[config.mk]
export PLATFORM = sky130hd
export DESIGN_NAME = serial_subtractor
export DESIGN_NICKNAME = d
export VERILOG_FILES = /design/src/rtl/serial_subtractor_pkg.sv /design/src/rtl/serial_subtractor_full_subtractor.sv /design/src/rtl/serial_subtractor.sv
export SDC_FILE = /design/constraint.sdc
export NUM_CORES = 1
export LEC_CHECK = 0
export CORE_UTILIZATION = 33
export DETAILED_ROUTE_END_ITERATION = 12
export PLACE_DENSITY = 0.63
export SYNTH_ARGS = -nofsm -noshare
export SYNTH_HDL_FRONTEND = slang
export SYNTH_SLANG_ARGS = --single-unit
[constraint.sdc]
create_clock -name clk -period 1.77 [get_ports clk]
set_clock_uncertainty 0.2 [all_clocks]
set_input_delay 0.177 -clock clk [delete_from_list [all_inputs] [get_ports clk]]
set_output_delay 0.177 -clock clk [all_outputs]
set_load 0.1 [all_outputs]
[src/rtl/serial_subtractor_pkg.sv]
// Shared constants for the bit-serial subtractor: FSM encodings and a
// constant clog2 helper used to size the bit counter.
package serial_subtractor_pkg;

  localparam int STATE_W = 2;

  localparam logic [STATE_W-1:0] ST_IDLE  = 2'b00;
  localparam logic [STATE_W-1:0] ST_SHIFT = 2'b01;
  localparam logic [STATE_W-1:0] ST_DONE  = 2'b10;

  function automatic int clog2_fn(input int value);
    int r;
    r = 0;
    while ((1 << r) < value) begin
      r = r + 1;
    end
    return r;
  endfunction

endpackage

[src/rtl/serial_subtractor_full_subtractor.sv]
// Single-bit full subtractor: d = x - y - bi, with borrow-out bo.
module full_subtractor (
  input  logic x,
  input  logic y,
  input  logic bi,
  output logic d,
  output logic bo
);

  assign d  = x ^ y ^ bi;
  assign bo = (~x & y) | (~(x ^ y) & bi);

endmodule

[src/rtl/serial_subtractor.sv]
// Bit-serial subtractor: diff = a - b - bin, one bit per clock, LSB first,
// with a start/busy/done handshake and results held until the next result.
module serial_subtractor
  import serial_subtractor_pkg::*;
#(
  parameter int WIDTH = 4
) (
  input  logic             clk,
  input  logic             rst,
  input  logic             start,
  input  logic [WIDTH-1:0] a,
  input  logic [WIDTH-1:0] b,
  input  logic             bin,
  output logic             busy,
  output logic             done,
  output logic [WIDTH-1:0] diff,
  output logic             bout,
  output logic             overflow
);

  localparam int CNT_W = clog2_fn(WIDTH);
  localparam logic [CNT_W-1:0] LAST_BIT = CNT_W'(WIDTH - 1);

  logic [STATE_W-1:0] state_q, state_d;
  logic [CNT_W-1:0]   cnt_q, cnt_d;
  logic [WIDTH-1:0]   ra_q, ra_d;
  logic [WIDTH-1:0]   rb_q, rb_d;
  logic [WIDTH-1:0]   wd_q, wd_d;
  logic               brw_q, brw_d;
  logic [1:0]         msb_q, msb_d;
  logic [WIDTH-1:0]   diff_q, diff_d;
  logic               bout_q, bout_d;
  logic               ovf_q, ovf_d;

  logic             cell_d;
  logic             cell_bo;
  logic [WIDTH-1:0] wd_shift;

  full_subtractor u_cell (
    .x  (ra_q[0]),
    .y  (rb_q[0]),
    .bi (brw_q),
    .d  (cell_d),
    .bo (cell_bo)
  );

  assign wd_shift = {cell_d, wd_q[WIDTH-1:1]};

  always_comb begin
    state_d = state_q;
    cnt_d   = cnt_q;
    ra_d    = ra_q;
    rb_d    = rb_q;
    wd_d    = wd_q;
    brw_d   = brw_q;
    msb_d   = msb_q;
    diff_d  = diff_q;
    bout_d  = bout_q;
    ovf_d   = ovf_q;

    case (state_q)
      ST_SHIFT: begin
        ra_d  = ra_q >> 1;
        rb_d  = rb_q >> 1;
        wd_d  = wd_shift;
        brw_d = cell_bo;
        cnt_d = cnt_q + CNT_W'(1);
        if (cnt_q == LAST_BIT) begin
          diff_d  = wd_shift;
          bout_d  = cell_bo;
          // msb_q = {a_msb, b_msb} captured at accept time
          ovf_d   = (msb_q[1] != msb_q[0]) && (wd_shift[WIDTH-1] != msb_q[1]);
          state_d = ST_DONE;
        end
      end
      ST_DONE: begin
        state_d = ST_IDLE;
      end
      default: begin
        // 2'b11 is treated as IDLE so a corrupted state recovers.
        if (start) begin
          ra_d    = a;
          rb_d    = b;
          brw_d   = bin;
          msb_d   = {a[WIDTH-1], b[WIDTH-1]};
          cnt_d   = '0;
          state_d = ST_SHIFT;
        end else begin
          state_d = ST_IDLE;
        end
      end
    endcase
  end

  always_ff @(posedge clk or posedge rst) begin
    if (rst) begin
      state_q <= ST_IDLE;
      cnt_q   <= '0;
      ra_q    <= '0;
      rb_q    <= '0;
      wd_q    <= '0;
      brw_q   <= 1'b0;
      msb_q   <= 2'b00;
      diff_q  <= '0;
      bout_q  <= 1'b0;
      ovf_q   <= 1'b0;
    end else begin
      state_q <= state_d;
      cnt_q   <= cnt_d;
      ra_q    <= ra_d;
      rb_q    <= rb_d;
      wd_q    <= wd_d;
      brw_q   <= brw_d;
      msb_q   <= msb_d;
      diff_q  <= diff_d;
      bout_q  <= bout_d;
      ovf_q   <= ovf_d;
    end
  end

  assign busy     = (state_q == ST_SHIFT) || (state_q == ST_DONE);
  assign done     = (state_q == ST_DONE);
  assign diff     = diff_q;
  assign bout     = bout_q;
  assign overflow = ovf_q;

endmodule

==> summary.md <==
| Metric | Value |
|---|---|
| Outcome | completed |
| Area delta synth->final | 33.8% |
| Sw Pwr | 1290 uW |
| Clock tree from TritonCTS | done |
| Largest net degree at the start of global routing | 25 |
| CTS sink cnt | 24 |
| Final Hold Viols | 0 |
| WL final | 2.22 mm |
| Die ar. | 3650 um^2 |
| Minimum hold slack | 0.298 ns |
| Ratio of cells with drive above 1 in the final layout | 26.7% |
| Final worst-path cycle share | 93.6% |
| Yosys Warn Count | 0 |
| 1st-iter DRT viols | 31 |
| Synth top area share | 53.3% |
| Antenna violations before repair | 0 |
| TNS Setup | 0 ns |
| Number of fillers in the final layout | 295 |
| H-tree depth | 1 |
| Clock share of power | 9.9% |
| Antenna diodes | 0 |
| Core footprint | 3150 um^2 |
| Critical path fanouts, max | 2 |
| Post-Syn Instances | 96 |
| Sw Ratio | 44.9% |
| Worst Path Class, Setup | reg2out |
| Max incr delay on CP | 0.42 ns |
| Starting Density | 35.7% |
| Mapped Avg Cell Area | 11.7 um^2 |
| Clk buf depth | 2 |
| Max Clock Freq | 603 MHz |
| Vias in the first global route | 823 |
| Seq pwr share | 34.0% |
| CTS root buf | clkbuf_4 |
| Die extent in x | 60.4 um |
| Synth Register Bits | 24 |
| Num CTS Buffers | 3 |
| Hold Path Class | in2reg |
| Critical Path Slowest Stage Cell | dfrtp_1 |
| Worst path top cell family by delay | flip-flops |
| Via count of the routed design | 816 |
| Routability cong. | 0.787 |
| Net count after synthesis | 112 |
| # DRC | 0 |
| Cell taking the most area after synthesis | dfrtp_1 |
| Gate power share | 56.2% |
| First-pass GRT wire length | 3.82 mm |
| Total track usage | 14.4% |
| Gr ovfl total | 0 |
| Endpoint class of the critical path | output pin |
| Post-route ant nets | 0 |
| Req. time, crit path | 1.39 ns |
| Port Buffers | 19 |
| NumNets Final | 137 |
| Drt first pass iters | 4 |
| Final setup vio count | 0 |
| WP buf/inv | 3 |
| Vias per inst | 4.98 |
| Largest cells by area after synthesis | dfrtp_1 (53%), a22oi_1 (8.0%), mux2_2 (8.0%) |
| Num ports | 20 |
| # rows | 20 |
| Worst skew pair latency | 0.31 ns |
| Peak supply drop | 0.891 mV |
| Critical path startpoint category | flip-flop |
| Tmin final | 1.66 ns |
| Worst-path clk slew | 0.13 ns |
| Routed len/inst | 13.5 um |
| Slew headroom | 78.6% |
| Pwr dens | 1910 nW/um^2 |
| RSZ-0062 raised after global routing | false |
| Arrival @ worst endpoint | 1.28 ns |
| Power Internal | 1590 uW |
| Distinct cells, synth | 26 |
| Worst Max-Slew Pin Slew | 0.319 ns |
| Crit-path cells | inv_2 > ha_4 > inv_1 > buf_12 |
| Synthesized cell area | 1130 um^2 |
| Post-DP HPWL | 1.65 mm |
| Max cap viols | 0 |
| Sequential area share after synthesis | 53.3% |
| Fin. max-slew vios | 0 |
| Pleak | 0.000646 uW |
| Die Y | 60.4 um |
[final cells by class]
cell class / count / area (um^2) / share of cell area [%]
Sequential cell: 24 / 601 / 39.9
Multi-Input combinational cell: 59 / 467 / 31.0
Timing Repair Buffer: 25 / 318 / 21.1
Tap cell: 44 / 55.1 / 3.65
Clock buffer: 4 / 36.3 / 2.41
Inverter: 8 / 30.0 / 1.99
[placed cells by master (no fill, tap or decap), types with 2 or more instances in the layout]
cell type,n
buf_12,8
nor2b_1,2
mux2_2,8
nand2_1,6
ha_1,2
a22oi_1,12
inv_1,6
o21bai_1,2
inv_2,2
buf_4,5
clkdlybuf4s50_1,11
o21ai_0,2
nor2_1,2
o21ai_1,9
clkbuf_4,3
a2bb2oi_1,2
dfrtp_1,24
[registers in the layout (all words and copies together), names as in the netlist]
name,flops
ra_q,4
state_q,2
wd_q,3
brw_q,1
overflow,1
bout,1
rb_q,4
msb_q,2
diff,4
cnt_q,2
[Yosys cell counts]
cell type and number:
a21oi_1 1, a22o_1 1, a22oi_1 12, a22oi_2 1, a2bb2oi_1 2, a32o_1 1
buf_2 1, buf_4 1, buf_6 3, dfrtp_1 24, fa_1 1, ha_1 3
inv_1 7, inv_2 1, mux2_1 1, mux2_2 8, nand2_1 6, nand2_2 1
nand2b_1 1, nor2_1 2, nor2b_1 3, nor3b_1 1, o21ai_0 2, o21ai_1 9
o21bai_1 2, o31ai_1 1
[what timing repair did]
action,CTS,global route
setup endpoints to repair,0,8
hold endpoints to repair,13,0
hold buffers,1,0
setup buffers,0,1
resized for setup,0,3
[cell families after synthesis]
family                     synth area share, %
adders and majority gates                 5.11
muxes                                     9.00
and+or+nand+nor                           6.11
buffers and inverters                     6.78
AOI/OAI and AO/OA                         19.7
DFF                                       53.3
[routing by layer]
| metal | GRT usage, % | vias up | routed length (um) |
|---|---|---|---|
| met5 | 0 | - | 0 |
| li1 | - | 390 | - |
| met2 | 21.5 | 15 | 1050 |
| met3 | 3.20 | 2 | 83 |
| met4 | 6.82 | 0 | 14 |
| met1 | 20.0 | 409 | 1070 |
[metrics by stage]
step	instance area [um^2]	worst slack (ns)	utilization (%)	power, uW	instances
after floorplan	1140	0.132	-	2080	96
after global placement	1450	0.108	45.9	2540	158
after detailed placement	1450	0.0953	45.9	2580	158
after CTS	1490	0.0584	47.4	2860	163
after global routing	1510	0.0355	47.8	3060	164
final	1510	0.112	47.8	2880	164
[worst reg2reg max path, cell delays in order, from the launching register on]
cell	delay [ns]
dfrtp_1	0.41
inv_1	0.09
fa_2	0.46
nor3b_1	0.21
a21oi_1	0.06
o21ai_0	0.13
[power groups by stage]
stage,Combinational (uW),Sequential [uW],Clock (uW)
floorplan,744,1340,0
global placement,1560,982,0
detailed placement,1580,996,0
CTS,1590,980,294
global route,1730,1010,323
finish,1620,978,284
[path summary, 6_finish.rpt]
| check | start | to | slack, ns | cells after the start |
|---|---|---|---|---|
| min in group asynchronous | rst | diff[3]$_DFFE_PP0P_ | 0.55 | 4 |
| setup / recovery | state_q[0]$_DFFE_PP0P_ | busy | 0.11 | 4 |
| setup reg to reg | rb_q[0]$_DFFE_PP0P_ | overflow$_DFFE_PP0P_ | 0.14 | 5 |
| hold / removal | a[2] | ra_q[2]$_DFFE_PP0P_ | 0.30 | 3 |
| max in group asynchronous | rst | cnt_q[1]$_DFFE_PP0P_ | 0.58 | 4 |
| hold reg to reg | wd_q[1]$_DFFE_PP0P_ | wd_q[1]$_DFFE_PP0P_ | 0.30 | 1 |
(Power assumes the default switching activity.)
